### src/rtl/ritc_tx_pkg.sv
// Shared constants, types and helpers for the RITC lane emulator transmitter.
// Latency: n/a (declarations only).
// Backpressure: n/a.
package ritc_tx_pkg;

  localparam int NLANES = 12;
  localparam int NPHASE = 4;
  localparam int WORD_W = NLANES * NPHASE;

  // Per-lane training nibble, LSB goes out first (phase 0).
  localparam logic [NPHASE-1:0] DEF_TRAIN_PATTERN = 4'b1010;

  // PRBS-7, x^7 + x^6 + 1.
  localparam logic [6:0] PRBS_SEED = 7'h7F;
  localparam logic [6:0] PRBS_TAPS = 7'b110_0000;

  typedef logic [WORD_W-1:0] word_t;

  typedef enum logic {
    WAIT_SYNC = 1'b0,
    RUN       = 1'b1
  } tx_state_e;

  // Word whose phase-p slice carries pat[p] on every lane.
  function automatic word_t train_word(input logic [NPHASE-1:0] pat);
    word_t w;
    w = '0;
    for (int p = 0; p < NPHASE; p++) begin
      w[p*NLANES +: NLANES] = {NLANES{pat[p]}};
    end
    return w;
  endfunction

  function automatic logic [6:0] prbs7_next(input logic [6:0] s);
    return {s[5:0], ^(s & PRBS_TAPS)};
  endfunction

endpackage

### src/rtl/ritc_tx_fifo2.sv
// Two-entry word FIFO with occupancy count.
// Latency: a pushed word is visible at the head on the following cycle (no bypass).
// Backpressure: pushes are ignored when full; caller derives ready from count.
//   push_vld/push_dat : write side
//   pop_rdy           : consume head this cycle (ignored when empty)
//   pop_vld/pop_dat   : head word
//   count             : entries held (0..2)
module ritc_tx_fifo2 #(
  parameter int W = 48
) (
  input  logic         clk,
  input  logic         rst_n,
  input  logic         push_vld,
  input  logic [W-1:0] push_dat,
  input  logic         pop_rdy,
  output logic         pop_vld,
  output logic [W-1:0] pop_dat,
  output logic [1:0]   count
);

  logic [W-1:0] mem_q [2];
  logic         wr_ptr_q;
  logic         rd_ptr_q;
  logic         push;
  logic         pop;

  assign pop_vld = (count != 2'd0);
  assign pop_dat = mem_q[rd_ptr_q];
  assign push    = push_vld && (count != 2'd2);
  assign pop     = pop_rdy && pop_vld;

  always_ff @(posedge clk or negedge rst_n) begin
    if (!rst_n) begin
      wr_ptr_q <= 1'b0;
      rd_ptr_q <= 1'b0;
      count    <= 2'd0;
    end else begin
      if (push) wr_ptr_q <= ~wr_ptr_q;
      if (pop)  rd_ptr_q <= ~rd_ptr_q;
      count <= count + {1'b0, push} - {1'b0, pop};
    end
  end

  // Storage needs no reset: pointers and count define what is valid.
  always_ff @(posedge clk) begin
    if (push) mem_q[wr_ptr_q] <= push_dat;
  end

endmodule

### src/rtl/ritc_lane_emulator_tx.sv
// Serializes 48-bit sample words onto 12 RITC data lanes plus a refclk lane.
// Latency: a word accepted into an empty FIFO at cycle t is driven at the first phase-0 cycle >= t+2.
// Backpressure: ready_o drops while the 2-entry input FIFO is full.
//   clk_i, rst_n_i         : bit clock, async active-low reset (synchronously released)
//   dat_i/valid_i/ready_o  : word input, dat_i[p*12+l] -> lane l, phase p
//   sync_i                 : realign word phase to 0 (also leaves WAIT_SYNC)
//   train_i                : send training slots instead of data
//   lane_o, refclk_o       : serial outputs (refclk high in phases 0,1)
//   running_o              : high in RUN
//   uflow_cnt_o/uflow_clr_i: saturating count of empty data slots, sync clear
// Build option RITC_TX_PRBS_TRAIN_EN: training slots send PRBS-7 with lane l delayed l bits.
module ritc_lane_emulator_tx
  import ritc_tx_pkg::*;
#(
  parameter logic [NPHASE-1:0] TRAIN_PATTERN = DEF_TRAIN_PATTERN,
  parameter int                UFLOW_W       = 16
) (
  input  logic               clk_i,
  input  logic               rst_n_i,
  input  logic [WORD_W-1:0]  dat_i,
  input  logic               valid_i,
  output logic               ready_o,
  input  logic               sync_i,
  input  logic               train_i,
  output logic [NLANES-1:0]  lane_o,
  output logic               refclk_o,
  output logic               running_o,
  output logic [UFLOW_W-1:0] uflow_cnt_o,
  input  logic               uflow_clr_i
);

  localparam logic [UFLOW_W-1:0] UFLOW_ONE = 1;

  // Reset asserts immediately but releases on a clock edge.
  logic [1:0] rst_sync_q;
  logic       rst_n;

  always_ff @(posedge clk_i or negedge rst_n_i) begin
    if (!rst_n_i) rst_sync_q <= 2'b00;
    else          rst_sync_q <= {rst_sync_q[0], 1'b1};
  end
  assign rst_n = rst_sync_q[1];

  tx_state_e         state_q;
  logic [1:0]        phase_q;
  word_t             slot_q;

  logic              fifo_vld;
  word_t             fifo_dat;
  logic [1:0]        fifo_cnt;

  logic              adv;
  logic [1:0]        phase_nxt;
  logic              sel;
  logic              pop_en;
  logic              uflow_hit;
  word_t             slot_nxt;
  word_t             cur_word;
  logic [NLANES-1:0] lane_nxt;

  assign ready_o = (fifo_cnt < 2'd2);

  ritc_tx_fifo2 #(.W(WORD_W)) u_fifo (
    .clk      (clk_i),
    .rst_n    (rst_n),
    .push_vld (valid_i),
    .push_dat (dat_i),
    .pop_rdy  (pop_en),
    .pop_vld  (fifo_vld),
    .pop_dat  (fifo_dat),
    .count    (fifo_cnt)
  );

`ifdef RITC_TX_PRBS_TRAIN_EN
  logic [6:0]        prbs_q;
  logic [NLANES-2:0] prbs_hist_q;
  logic              train_q;
  logic [NLANES-1:0] prbs_lanes;

  // Lane 0 is the live generator bit; lane l is that bit l cycles ago.
  assign prbs_lanes = {prbs_hist_q, prbs_q[6]};

  always_ff @(posedge clk_i or negedge rst_n) begin
    if (!rst_n) begin
      prbs_q      <= PRBS_SEED;
      prbs_hist_q <= '0;
      train_q     <= 1'b0;
    end else begin
      prbs_q      <= sync_i ? PRBS_SEED : prbs7_next(prbs_q);
      prbs_hist_q <= {prbs_hist_q[NLANES-3:0], prbs_q[6]};
      if (sel) train_q <= train_i;
    end
  end
`endif

  always_comb begin
    adv       = sync_i || (state_q == RUN);
    phase_nxt = sync_i ? 2'd0 : phase_q + 2'd1;
    // A new slot is chosen on every edge that lands on phase 0,
    // including the one that applies a sync.
    sel       = adv && (phase_nxt == 2'd0);
    pop_en    = sel && !train_i && fifo_vld;
    uflow_hit = sel && !train_i && !fifo_vld;

    if (train_i)       slot_nxt = train_word(TRAIN_PATTERN);
    else if (fifo_vld) slot_nxt = fifo_dat;
    else               slot_nxt = '0;

    cur_word = sel ? slot_nxt : slot_q;

    case (phase_nxt)
      2'd0:    lane_nxt = cur_word[0*NLANES +: NLANES];
      2'd1:    lane_nxt = cur_word[1*NLANES +: NLANES];
      2'd2:    lane_nxt = cur_word[2*NLANES +: NLANES];
      default: lane_nxt = cur_word[3*NLANES +: NLANES];
    endcase

`ifdef RITC_TX_PRBS_TRAIN_EN
    if (sel ? train_i : train_q) lane_nxt = prbs_lanes;
`endif
  end

  always_ff @(posedge clk_i or negedge rst_n) begin
    if (!rst_n) begin
      state_q     <= WAIT_SYNC;
      phase_q     <= 2'd0;
      slot_q      <= '0;
      lane_o      <= '0;
      refclk_o    <= 1'b0;
      running_o   <= 1'b0;
      uflow_cnt_o <= '0;
    end else begin
      case (state_q)
        WAIT_SYNC: begin
          if (sync_i) begin
            state_q   <= RUN;
            running_o <= 1'b1;
          end
        end
        RUN: begin
          running_o <= 1'b1;
        end
        default: begin
          state_q   <= WAIT_SYNC;
          running_o <= 1'b0;
        end
      endcase

      // Outputs stay at their reset value until the first sync.
      if (adv) begin
        phase_q  <= phase_nxt;
        refclk_o <= ~phase_nxt[1];
        lane_o   <= lane_nxt;
        if (sel) slot_q <= slot_nxt;
      end

      if (uflow_clr_i)
        uflow_cnt_o <= '0;
      else if (uflow_hit && (uflow_cnt_o != '1))
        uflow_cnt_o <= uflow_cnt_o + UFLOW_ONE;
    end
  end

endmodule
### config.mk
export PLATFORM = sky130hd
export DESIGN_NAME = ritc_lane_emulator_tx
export DESIGN_NICKNAME = d
export VERILOG_FILES = /design/src/rtl/ritc_tx_pkg.sv /design/src/rtl/ritc_tx_fifo2.sv /design/src/rtl/ritc_lane_emulator_tx.sv
export SDC_FILE = /design/constraint.sdc
export NUM_CORES = 1
export LEC_CHECK = 0
export CAP_MARGIN = 10
export CORE_MARGIN = 1
export CORE_UTILIZATION = 58
export CTS_BUF_LIST = sky130_fd_sc_hd__clkbuf_8
export CTS_CLUSTER_SIZE = 24
export DETAILED_ROUTE_END_ITERATION = 8
export GPL_TIMING_DRIVEN = 0
export PLACE_DENSITY = 0.84
export REMOVE_ABC_BUFFERS = 1
export SYNTH_ARGS = -nofsm -noshare
export SYNTH_HDL_FRONTEND = slang
export SYNTH_HIERARCHICAL = 1
export SYNTH_SLANG_ARGS = --single-unit
### constraint.sdc
create_clock -name clk_i -period 3.63 [get_ports clk_i]
set_clock_uncertainty 0.05 [all_clocks]
set_input_delay 0.363 -clock clk_i [delete_from_list [all_inputs] [get_ports clk_i]]
set_output_delay 0.363 -clock clk_i [all_outputs]
set_load 0.01 [all_outputs]
# Yosys cells after proc, flatten, opt, wreduce, memory -nomap -nowiden
# Memory sizes are Yosys's and may differ from the RTL's.
# Index checks and enable logic that the tools add are counted.
# W data, S select, Z words.
# totals
ff_bits,87
ram_bits,96
in_bits,54
out_inout_bits,31
wordCells,52
memories,1
# mem_list
memory,words,word_bits,read_ports,rd_ports_with_merged_regs,write_ports,line,source
u_fifo.mem_q,2,48,1,0,1,ritc_tx_fifo2.sv:21,logic [W-1:0] mem_q [2];
# classes
addsub,4
magnitude_cmp,1
n_eq_ne,5
muxes,13
n_bitwise,4
n_reduce_logical,13
# ops
op,n
$mux W48,3
$pmux W12 S3,1
$mux W16,2
$add A16 B1 Y16 const B,1
$ne A16 B16 Y1 const B,1
$logic_and A1 B1 Y1,7
$mux W1,5
$ne A2 B2 Y1 const B,2
$not A1 Y1,4
$reduce_bool A2 Y1,2
$add A2 B1 Y2,1
$add A2 B1 Y2 const B,1
$eq A2 B1 Y1 const B,1
$eq A2 B2 Y1 const B,1
$logic_not A1 Y1,2
$logic_not A2 Y1,1
$lt A2 B2 Y1 const B,1
$mux W2,1
$pmux W1 S2,1
$sub A2 B1 Y2,1
$logic_or A1 B1 Y1,1

# Depth between registers and ports, before layout
# Gate-level depths: netlist of the first run.
# logic_depth
depth_word,9
ltp_mapped,10
mapped_depth_nobuf,9

# Cells and area by module
# The synthesis of the first run kept the hierarchy.
# by_module_without_submodules
module,instances,cells_each,area_per_inst_um2,seq_area_each_um2
ritc_lane_emulator_tx,1,435,4115.2,2077.0
ritc_tx_fifo2,1,167,3712.3,2982.9

# Worst setup path before layout of the first run
# Ideal clock, no wire load.
# synth_path
path_type,register -> register
start,register u_fifo.count[1]
end,memory u_fifo.mem_q[0][0] (enable)
setup_ns,0.454
arrival_time_ns,2.568
required_ns,3.126
slack_ns,0.558
stages_incl_launch_ff,4
n_path_buf,0
period_less_slack_ns,3.072
cell_sequence,dfrtp_1 -> inv_1 -> o21ai_2 -> nor2_1
# synth_via
elab_chain_len,4
# synth_lines
item,line,source
"start, declared",ritc_tx_fifo2.sv:18,output logic [1:0] count
"start signal, assigned",ritc_tx_fifo2.sv:40,"count <= count + {1'b0, push} - {1'b0, pop};"
$ne A2 B2 Y1,ritc_tx_fifo2.sv:29,assign push = push_vld && (count != 2'd2);
$logic_and A1 B1 Y1,ritc_tx_fifo2.sv:29,
$mux W1,ritc_tx_fifo2.sv:46,if (push) mem_q[wr_ptr_q] <= push_dat;
$mux W1 (implied by the code),ritc_tx_fifo2.sv:46,
"end, declared",ritc_tx_fifo2.sv:21,
# No other way between the ends.

# Final worst setup path of the first run
# layout_path
start,register u_fifo.count[1]
end,register u_fifo.count[1]
# layout_via
elab_chain_len,4
elab_cells_between_ends,7
cone_classes,2 x add/sub; 1 x eq/ne; 4 x reduce/logical
# layout_lines
item,line,source
$reduce_bool A2 Y1 (*),ritc_tx_fifo2.sv:27,assign pop_vld = (count != 2'd0);
via fifo_vld,ritc_lane_emulator_tx.sv:48,logic fifo_vld;
$logic_and A1 B1 Y1,ritc_lane_emulator_tx.sv:102,pop_en = sel && !train_i && fifo_vld;
$logic_and A1 B1 Y1 (*),ritc_tx_fifo2.sv:30,assign pop = pop_rdy && pop_vld;
via u_fifo.pop,ritc_tx_fifo2.sv:25,logic pop;
$sub A2 B1 Y2 (*),ritc_tx_fifo2.sv:40,
# The timed path passes the listed nets; every way through them passes the cells marked *.
# A chain may end at the register's enable or synchronous reset.

==> results of run 1 <==
-- worst register-to-register path: cells and delay by family (launching register included) --
family | cells | cell delay [ns]
adders and majority gates | 2 | 0.38
buffers and inverters | 1 | 0.06
and+or+nand+nor | 4 | 1.86
xor gates and xnor gates | 2 | 0.27
DFF | 1 | 0.41
-- final cells by class --
class	instances	area, µm²	share of cell area (%)
Multi-Input combinational cell	374	2594	28.07
Clock inverter	11	71.32	0.7717
Timing Repair Buffer	90	968.4	10.48
Tap cell	176	220.2	2.383
Inverter	9	33.78	0.3656
Sequential cell	183	5065	54.81
Clock buffer	21	289.0	3.128
-- timing repair --
action,in CTS,in global routing
endpoints found under the setup margin,0,1
setup buffers,0,0
resized for setup,0,1
-- layer usage --
layer | routed length, µm | GRT usage, % | share of wire, %
met1 | 6275 | 29.04 | 42
met2 | 7677 | 40.00 | 51
met4 | 297 | 8.734 | 2.0
met3 | 759 | 4.826 | 5.1
met5 | 0 | 0 | 0
-- state kept, by name (all words and copies together) (netlist names), 2 cells and up --
signal	count
lane_o	12
u_fifo/count	2
u_fifo/mem_q	96
phase_q	2
rst_sync_q	2
uflow_cnt_o	16
slot_q	48
-- cells by family after synthesis --
logic type	count (synthesis)	synth area share (%)
compound gates	108	8.424
xor+xnor	7	0.7833
fa+ha+maj	3	0.4796
buf+inv	45	2.637
flops	183	64.64
mux	73	10.84
other cells	1	0.04791
simple gates	182	12.15
-- final timing paths --
path | start | endpoint | slack (ns)
max reg2reg | u_fifo/count[1] | u_fifo/count[1] | 0.53
min | rst_n_i | rst_sync_q[1] | 0.03
min reg2reg | rst_sync_q[1] | slot_q[3] | 0.27
min in group clk_i | rst_sync_q[0] | rst_sync_q[1] | 0.32
max in group asynchronous | rst_sync_q[1] | u_fifo/rd_ptr_q | 2.62
max | u_fifo/count[1] | u_fifo/count[1] | 0.53
-- placed cells by master (no fill, tap or decap), types with 5 or more instances in the layout --
cell	n
edfxtp_1	96
dfrtp_1	85
clkdlybuf4s50_1	84
nand2_1	77
mux2_2	52
a21oi_1	36
o21ai_0	30
clkbuf_8	21
nor2_1	20
inv_1	16
nand3_1	14
or2_2	10
mux2_4	10
mux2i_1	9
nor2b_1	9
and3b_1	8
a21o_1	8
a31oi_1	8
nand2b_1	7
nor3_1	6
o31ai_1	6
a211oi_1	6
a2111oi_0	5
buf_12	5
-- power groups by stage --
| stage | registers, mW | clock network [mW] | logic, mW |
|---|---|---|---|
| final | 2.97 | 1.25 | 1.46 |
| after global routing | 3.02 | 1.36 | 1.60 |
| after CTS | 2.97 | 1.27 | 1.48 |
| after detailed placement | 3.01 | 0 | 1.46 |
| after global placement | 3.09 | 0 | 1.28 |
| after floorplan | 3.02 | 0 | 0.887 |
==> flow_results.org, run 1 <==
** Run status
- Status :: finished, final reports clean

** STA
- Setup tns final :: 0 ns
- Unrepaired setup endpoints after global routing :: false
- Actual transition at the worst max-transition pin :: roughly 1.0 ns
- Upper clock frequency limit :: 0.3225 GHz
- Setup violations remaining at the end of the flow were counted as 0.
- Shortest period the worst path allows :: ~3.1 ns
- The worst pin sits at a relative slew slack of between 30% and 40%.
- In the finished design, the share of the clock period the worst path needs comes to between 80% and 90%.
- Smallest hold slack :: 0.02765 ns
- The final hold violation count is 0.
- Slack of the critical path :: around 0.53 ns
- The final count of pins violating max slew is 0.

** Global routing
- Initial antenna violation count :: 0
- Wire length of the first global-routing pass :: between 20000 and 30000 µm
- Global routing used roughly a quarter of the available tracks across all layers.
- The via count of the first global-routing pass came to roughly 5100.
- Global routing finished with a remaining overflow of 0.
- Largest net degree at the start of global routing :: 46

** Placement
- Prior to clock tree synthesis, the placed netlist has a worst setup slack of approximately 0.023 ns.
- Number of placed instances with taps included :: 832
- Placed instance area :: approximately 8900 µm²
- Half-perimeter wire length after detailed placement :: approximately 9900 µm
- Final weighted congestion in routability-driven placement :: between 0.8 and 0.9
- In this run the tool buffered the top-level ports with between 80 and 90 buffer cells.

** Yosys
- Post-synthesis cell area :: just under 8000 µm²
- Share of the yosys chip area belonging to registers :: 64.64%
- Syn. warnings :: 6
- Most instantiated cells after synthesis :: edfxtp_1, dfrtp_1, nand2_1
- After synthesis, the cell types taking the most area are edfxtp_1, dfrtp_1, mux2_2.
- Biggest area consumer among synthesized cells :: edfxtp_1
- Top_reg_cell synth :: edfxtp_1
- Mean Syn Cell Area :: 13.00 µm²
- Most used standard cell by instance count after synthesis :: edfxtp_1
- Proportion of synthesized flip-flops having asynchronous set or reset :: 47.54%
- The synthesized design contains ~180 register bits.
- Unique masters post-synth :: 52
- The cell count after synthesis came out at 602.
- Number of enable-type register cells in the synthesized netlist :: between 90 and 100
- The share of synthesized area in the top cell type comes to 36.83%.

** Floorplanning
- Core Rows :: 42
- Effective utilization at floorplan :: 59.34%
- Die H :: approximately 120 µm
- between 80 and 90 I/O pins were placed.
- Area of the die :: roughly 14000 µm²
- Core Footprint :: ~13000 µm²
- Die X-Extent :: between 100 and 150 µm

** Setup path
- Reg2Reg Depth :: 9
- Along the worst path, the maximum fanout reaches 36.
- Cell Chain, Critical Path :: or2_2, nor2b_2, and2_1, and2_4, ha_1, inv_1, ha_1, xnor2_1, xnor2_1
- Arrival time at the worst endpoint :: 3.43 ns
- The slowest stage of the critical path is the or2_2 cell.
- Cell family with most CP delay :: simple AND/OR/NAND/NOR gates
- STA classifies the critical path startpoint as a flip-flop.
- The critical path in this run is classified as reg2reg.
- Critical path depth in cells :: 9
- The worst setup path is captured at a flip-flop.
- Buffers and inverters on the worst path :: 1
- Crit path required time :: a little under 4 ns
- In this design, the stage delay of the slowest critical-path cell is ~0.64 ns.

** Power
- In this run, the combinational gates consume between 20% and 30% of the power.
- Summed over all nets, the switching power comes to 1.637 mW.
- Internal power :: approximately 4.0 mW
- Switching share of power :: between 20% and 30%
- Largest vdd supply drop :: 0.4061 mV
- Power Total :: around 5.7 mW
- Share of total power in sequential cells :: a little over half
- For this design the ratio of total power to cell area is approximately 610 nW/µm².
- Clock power frac :: 22.0%
- In this run the static leakage power is 3.605 nW.

** Detailed routing
- For this run, design rule violations remaining after detail routing come to 0.
- The count of nets left with antenna violations once routing finished came out at 0.
- Routed wire length :: around 15000 µm
- Across all layers, the routed design uses 5022 vias.
- In the routed layout, each cell is associated on average with a via count of between 5 and 6.
- Before antenna repair, the detailed router went through 5 iterations.
- In the final routed layout, each cell accounts on average for 17.37 µm.
- The detailed router finished its first iteration with 436 violations.

** Final layout
- Cells with a size suffix above 1 make up between 15 and 20% of the layout.
- The final layout contains approximately 730 nets.
- Count of inserted antenna diode cells :: 0
- After the flow finishes, the layout carries non-filler instances totaling between 800 and 900.
- Relative to the synthesized area, the layout overhead comes to 18.06%.
- The finished cells cover 9241 µm².
- After filler insertion, the fill cell instance count of the layout stands at 897.
- Post-layout util :: a little over two thirds

** Clock tree
- Counting every sink on the clock net gives approximately 180.
- Total number of H-tree levels :: 4
- Source-to-sink clock delay at the later pin of the worst-skew pair :: 0.46 ns
- After clock tree synthesis, the clock-pin slew on the worst setup and hold paths is around 0.08 ns.
- TritonCTS built the clock tree.
- Buffers inserted during clock tree synthesis total 17.
- Maximum count of clock buffers along a single path :: 2
- In this run, post-CTS hold repair placed 0 buffers.
- The tree is rooted in a clkbuf_8.

** Run
- Max cap viols :: 0

** Min path
- Path category of the worst min-delay check :: in2async
(Power assumes the default switching activity.)
==> inputs of run 2 (changes only) <==
CORE_MARGIN = 2   (was 1)
==> flow_results.org, run 2 (synthesis gave the netlist of run 1 again) <==
** Final layout
- Total area of multi-input combinational cells :: between 2000 and 3000 µm²
- Fraction of final layout cells sized beyond drive strength 1 :: 17.71%
- The layout has roughly 900 filler cells.
- 0 antenna diodes ended up in the layout.
- The register with the most flip-flops in the layout has 96 of them.
- The library cell used most frequently in the layout, excluding fill and tap cells, is edfxtp_1.
- Post-layout nets :: between 700 and 800
- Biggest register :: u_fifo/mem_q
- Layout Cell Area excl Fill :: between 9000 and 10000 µm²
- Area taken by flip-flops and latches :: 5065 µm²
- Leading cell types in the layout, fill and taps excluded :: edfxtp_1, dfrtp_1, clkdlybuf4s50_1
- Layout overhead on the synthesized area :: 18.65%
- The largest registers in the layout are u_fifo/mem_q x96, slot_q x48, uflow_cnt_o x16.

** STA
- Shortest period the worst path allows :: about 3.2 ns
- Of the available clock period, the critical path in the final layout requires 88.07%.
- Actual transition at the worst max-transition pin :: around 1.0 ns
- Setup violations remaining at the end of the flow were counted as 0.
- The final hold violation count was 0.
- Measured against its own limit, the worst slew margin works out to a little under a third.
- Based on the critical path, the design can be clocked at up to around 0.31 GHz.
- The final count of pins violating max slew was 0.
- Slack of the critical path :: between 0.4 and 0.5 ns
- Setup repair after global routing left no endpoint under its margin.

** Detailed routing
- Metal-1 WL :: roughly 6500 µm
- Detailed routing placed a total of roughly 790 µm of wire on met3.
- Top sig layer :: met4
- The final layout contains routed wiring with a total length of approximately 15000 µm.
- In the routed design, unresolved DRC markers number 0.
- Using the TritonRoute via totals, the vias-per-cell ratio works out to about 5.8.
- Number of nets with antenna violations after detailed routing :: 0
- Wire segments on met2 add up to roughly 7800 µm in the final route.
- Before antenna repair, the detailed router went through 5 iterations.
- For this block, the via count after detailed routing is between 5000 and 6000.
- Iter 0 DRT Violations :: slightly above 300
- In the final routed layout, each cell accounts on average for about 18 µm.

** Setup path
- Crit path required time :: 3.98 ns
- In this run the worst setup path terminates at u_fifo/count[1].
- R2r setup slk :: 0.43 ns
- In this run the worst path has a maximum fanout of 36.
- Endpoint of the worst register-to-register path :: u_fifo/count[1]
- Source of the worst register-to-register timing path :: u_fifo/count[1]
- Kind of end point of the critical path :: flip-flop
- The number of cells on the worst reg-to-reg path is 9.
- Critical Path Source Type :: flip-flop
- STA puts the critical path data arrival time at 3.55 ns.
- Origin of the worst setup path :: u_fifo/count[1]
- Kind of critical path :: reg2reg

** Clock tree
- CTS placed an instance of clkbuf_8 at the clock tree root.
- The H-tree was split into 4 levels.
- Maximum count of clock buffers along a single path :: 2
- Sink count of the clock tree :: between 150 and 200
- Register clock-pin slew on the reported worst setup and hold paths :: 0.09 ns
- For the worst-skew pair, the clock arrives at the later sink with an insertion delay of approximately 0.47 ns.
- Clock tree from TritonCTS :: done
- Number of buffers created by CTS :: 17

** Run status
- The run finished with clean final reports.

** Run
- The tool flagged a number of max-cap violations equal to 0.

** Power
- Across the VDD grid, the largest voltage drop is between 0.3 and 0.4 mV.
- Summed over all cells, the static leakage comes to between 3 and 4 nW.
- Power spread over the standard cell area amounts to 620.5 nW/µm².

** Global routing
- Via count of the first global-routing pass :: 5153
- Summed over all layers, the global routing overflow is 0.
- Largest net degree at the start of global routing :: 64
- Total routing resource utilization after global routing :: between 20 and 25%
- The first global-routing pass estimated roughly 25000 µm of wire.
- Initial antenna violation count :: 0

** Floorplanning
- The floorplan step defined a die boundary enclosing 14440 µm².
- Core Rows :: 42
- Top-level port count :: 85
- The floorplan step set the die height to between 100 and 150 µm.
- After floorplanning, the core was sized to cover between 10000 and 15000 µm².
- In this run the horizontal extent of the chip is 120.2 µm.
- Effective utilization at floorplan :: between 50% and 60%

** Placement
- Final weighted congestion in routability-driven placement :: 0.8408
- Number of buffer cells added on primary ports :: 84
- Half-perimeter wire length after detailed placement :: around 10000 µm
- Placed instance area :: between 8000 and 9000 µm²
- Placement Setup Slack :: -0.1373 ns

** Min path
- Path category of the worst min-delay check :: reg2async
-- run 2: cell types whose count changed in the layout (fill, tap and decap cells not counted) --
cell,delta
inv_1,-5
buf_16,+3
clkinv_2,+3
dlygate4sd3_1,+1
clkbuf_8,-2
buf_12,-3
clkinv_1,+2
bufinv_16,+1
clkinvlp_4,+1
-- run 2: worst min-delay path by stage --
stage,cells past startpoint,start,endpoint
6_report,0,rst_sync_q[1],slot_q[36]
5_1_grt,0,rst_sync_q[1],slot_q[36]
4_1_cts,0,rst_sync_q[1],slot_q[22]
3_5_place_dp,0,rst_sync_q[1],slot_q[22]
3_3_place_gp,0,rst_sync_q[0],rst_sync_q[1]
2_1_floorplan,0,rst_n_i,rst_sync_q[0]
-- run 2: through the flow --
stage	hold WS, ns	std cells	TNS, ns	utilization, %	power [mW]
floorplan	0.01741	566	-0.2150	-	3.906
global placement	0.2817	826	-153.61	66.08	4.372
detailed placement	0.1846	832	-0.1373	67.48	4.506
CTS	0.1938	865	0	70.39	5.807
global route	0.2060	865	0	70.41	6.056
finish	0.1796	865	0	70.41	5.763
-- run 2: critical path: stages (launching register included) --
cell and delay (ns):
dfrtp_1 0.40, or2_2 0.64, nor2b_2 0.64, and2_1 0.42, and2_4 0.23, ha_1 0.23, inv_1 0.07, ha_1 0.15
xnor2_1 0.14, xnor2_1 0.14
-- run 2: final cells by class --
| cell class | count | area share, % |
|---|---|---|
| Tap cell | 176 | 2.371 |
| Inverter | 9 | 0.3637 |
| Clock buffer | 19 | 2.816 |
| Clock inverter | 13 | 1.212 |
| Timing Repair Buffer | 91 | 10.78 |
| Multi-Input combinational cell | 374 | 27.93 |
| Sequential cell | 183 | 54.53 |
-- run 2: power breakdown --
part / switching [mW] / internal [mW]
sequential: 0.249 / 2.71
combinational: 0.745 / 0.751
clock: 0.678 / 0.630
-- run 2: metal layers --
| metal | GRT usage [%] | vias up |
|---|---|---|
| li1 | - | 2323 |
| met1 | 28.73 | 2500 |
| met2 | 38.67 | 165 |
| met3 | 5.755 | 19 |
| met4 | 7.794 | 0 |
| met5 | 0 | - |
-- run 2: repair_timing --
| item | 4_1_cts | 5_1_grt |
|---|---|---|
| hold buffers | 1 | 0 |
| setup endpoints to repair | 0 | 1 |
| hold endpoints to repair | 2 | 0 |
| buffers inserted | 0 | 0 |
| gates resized for setup | 0 | 1 |
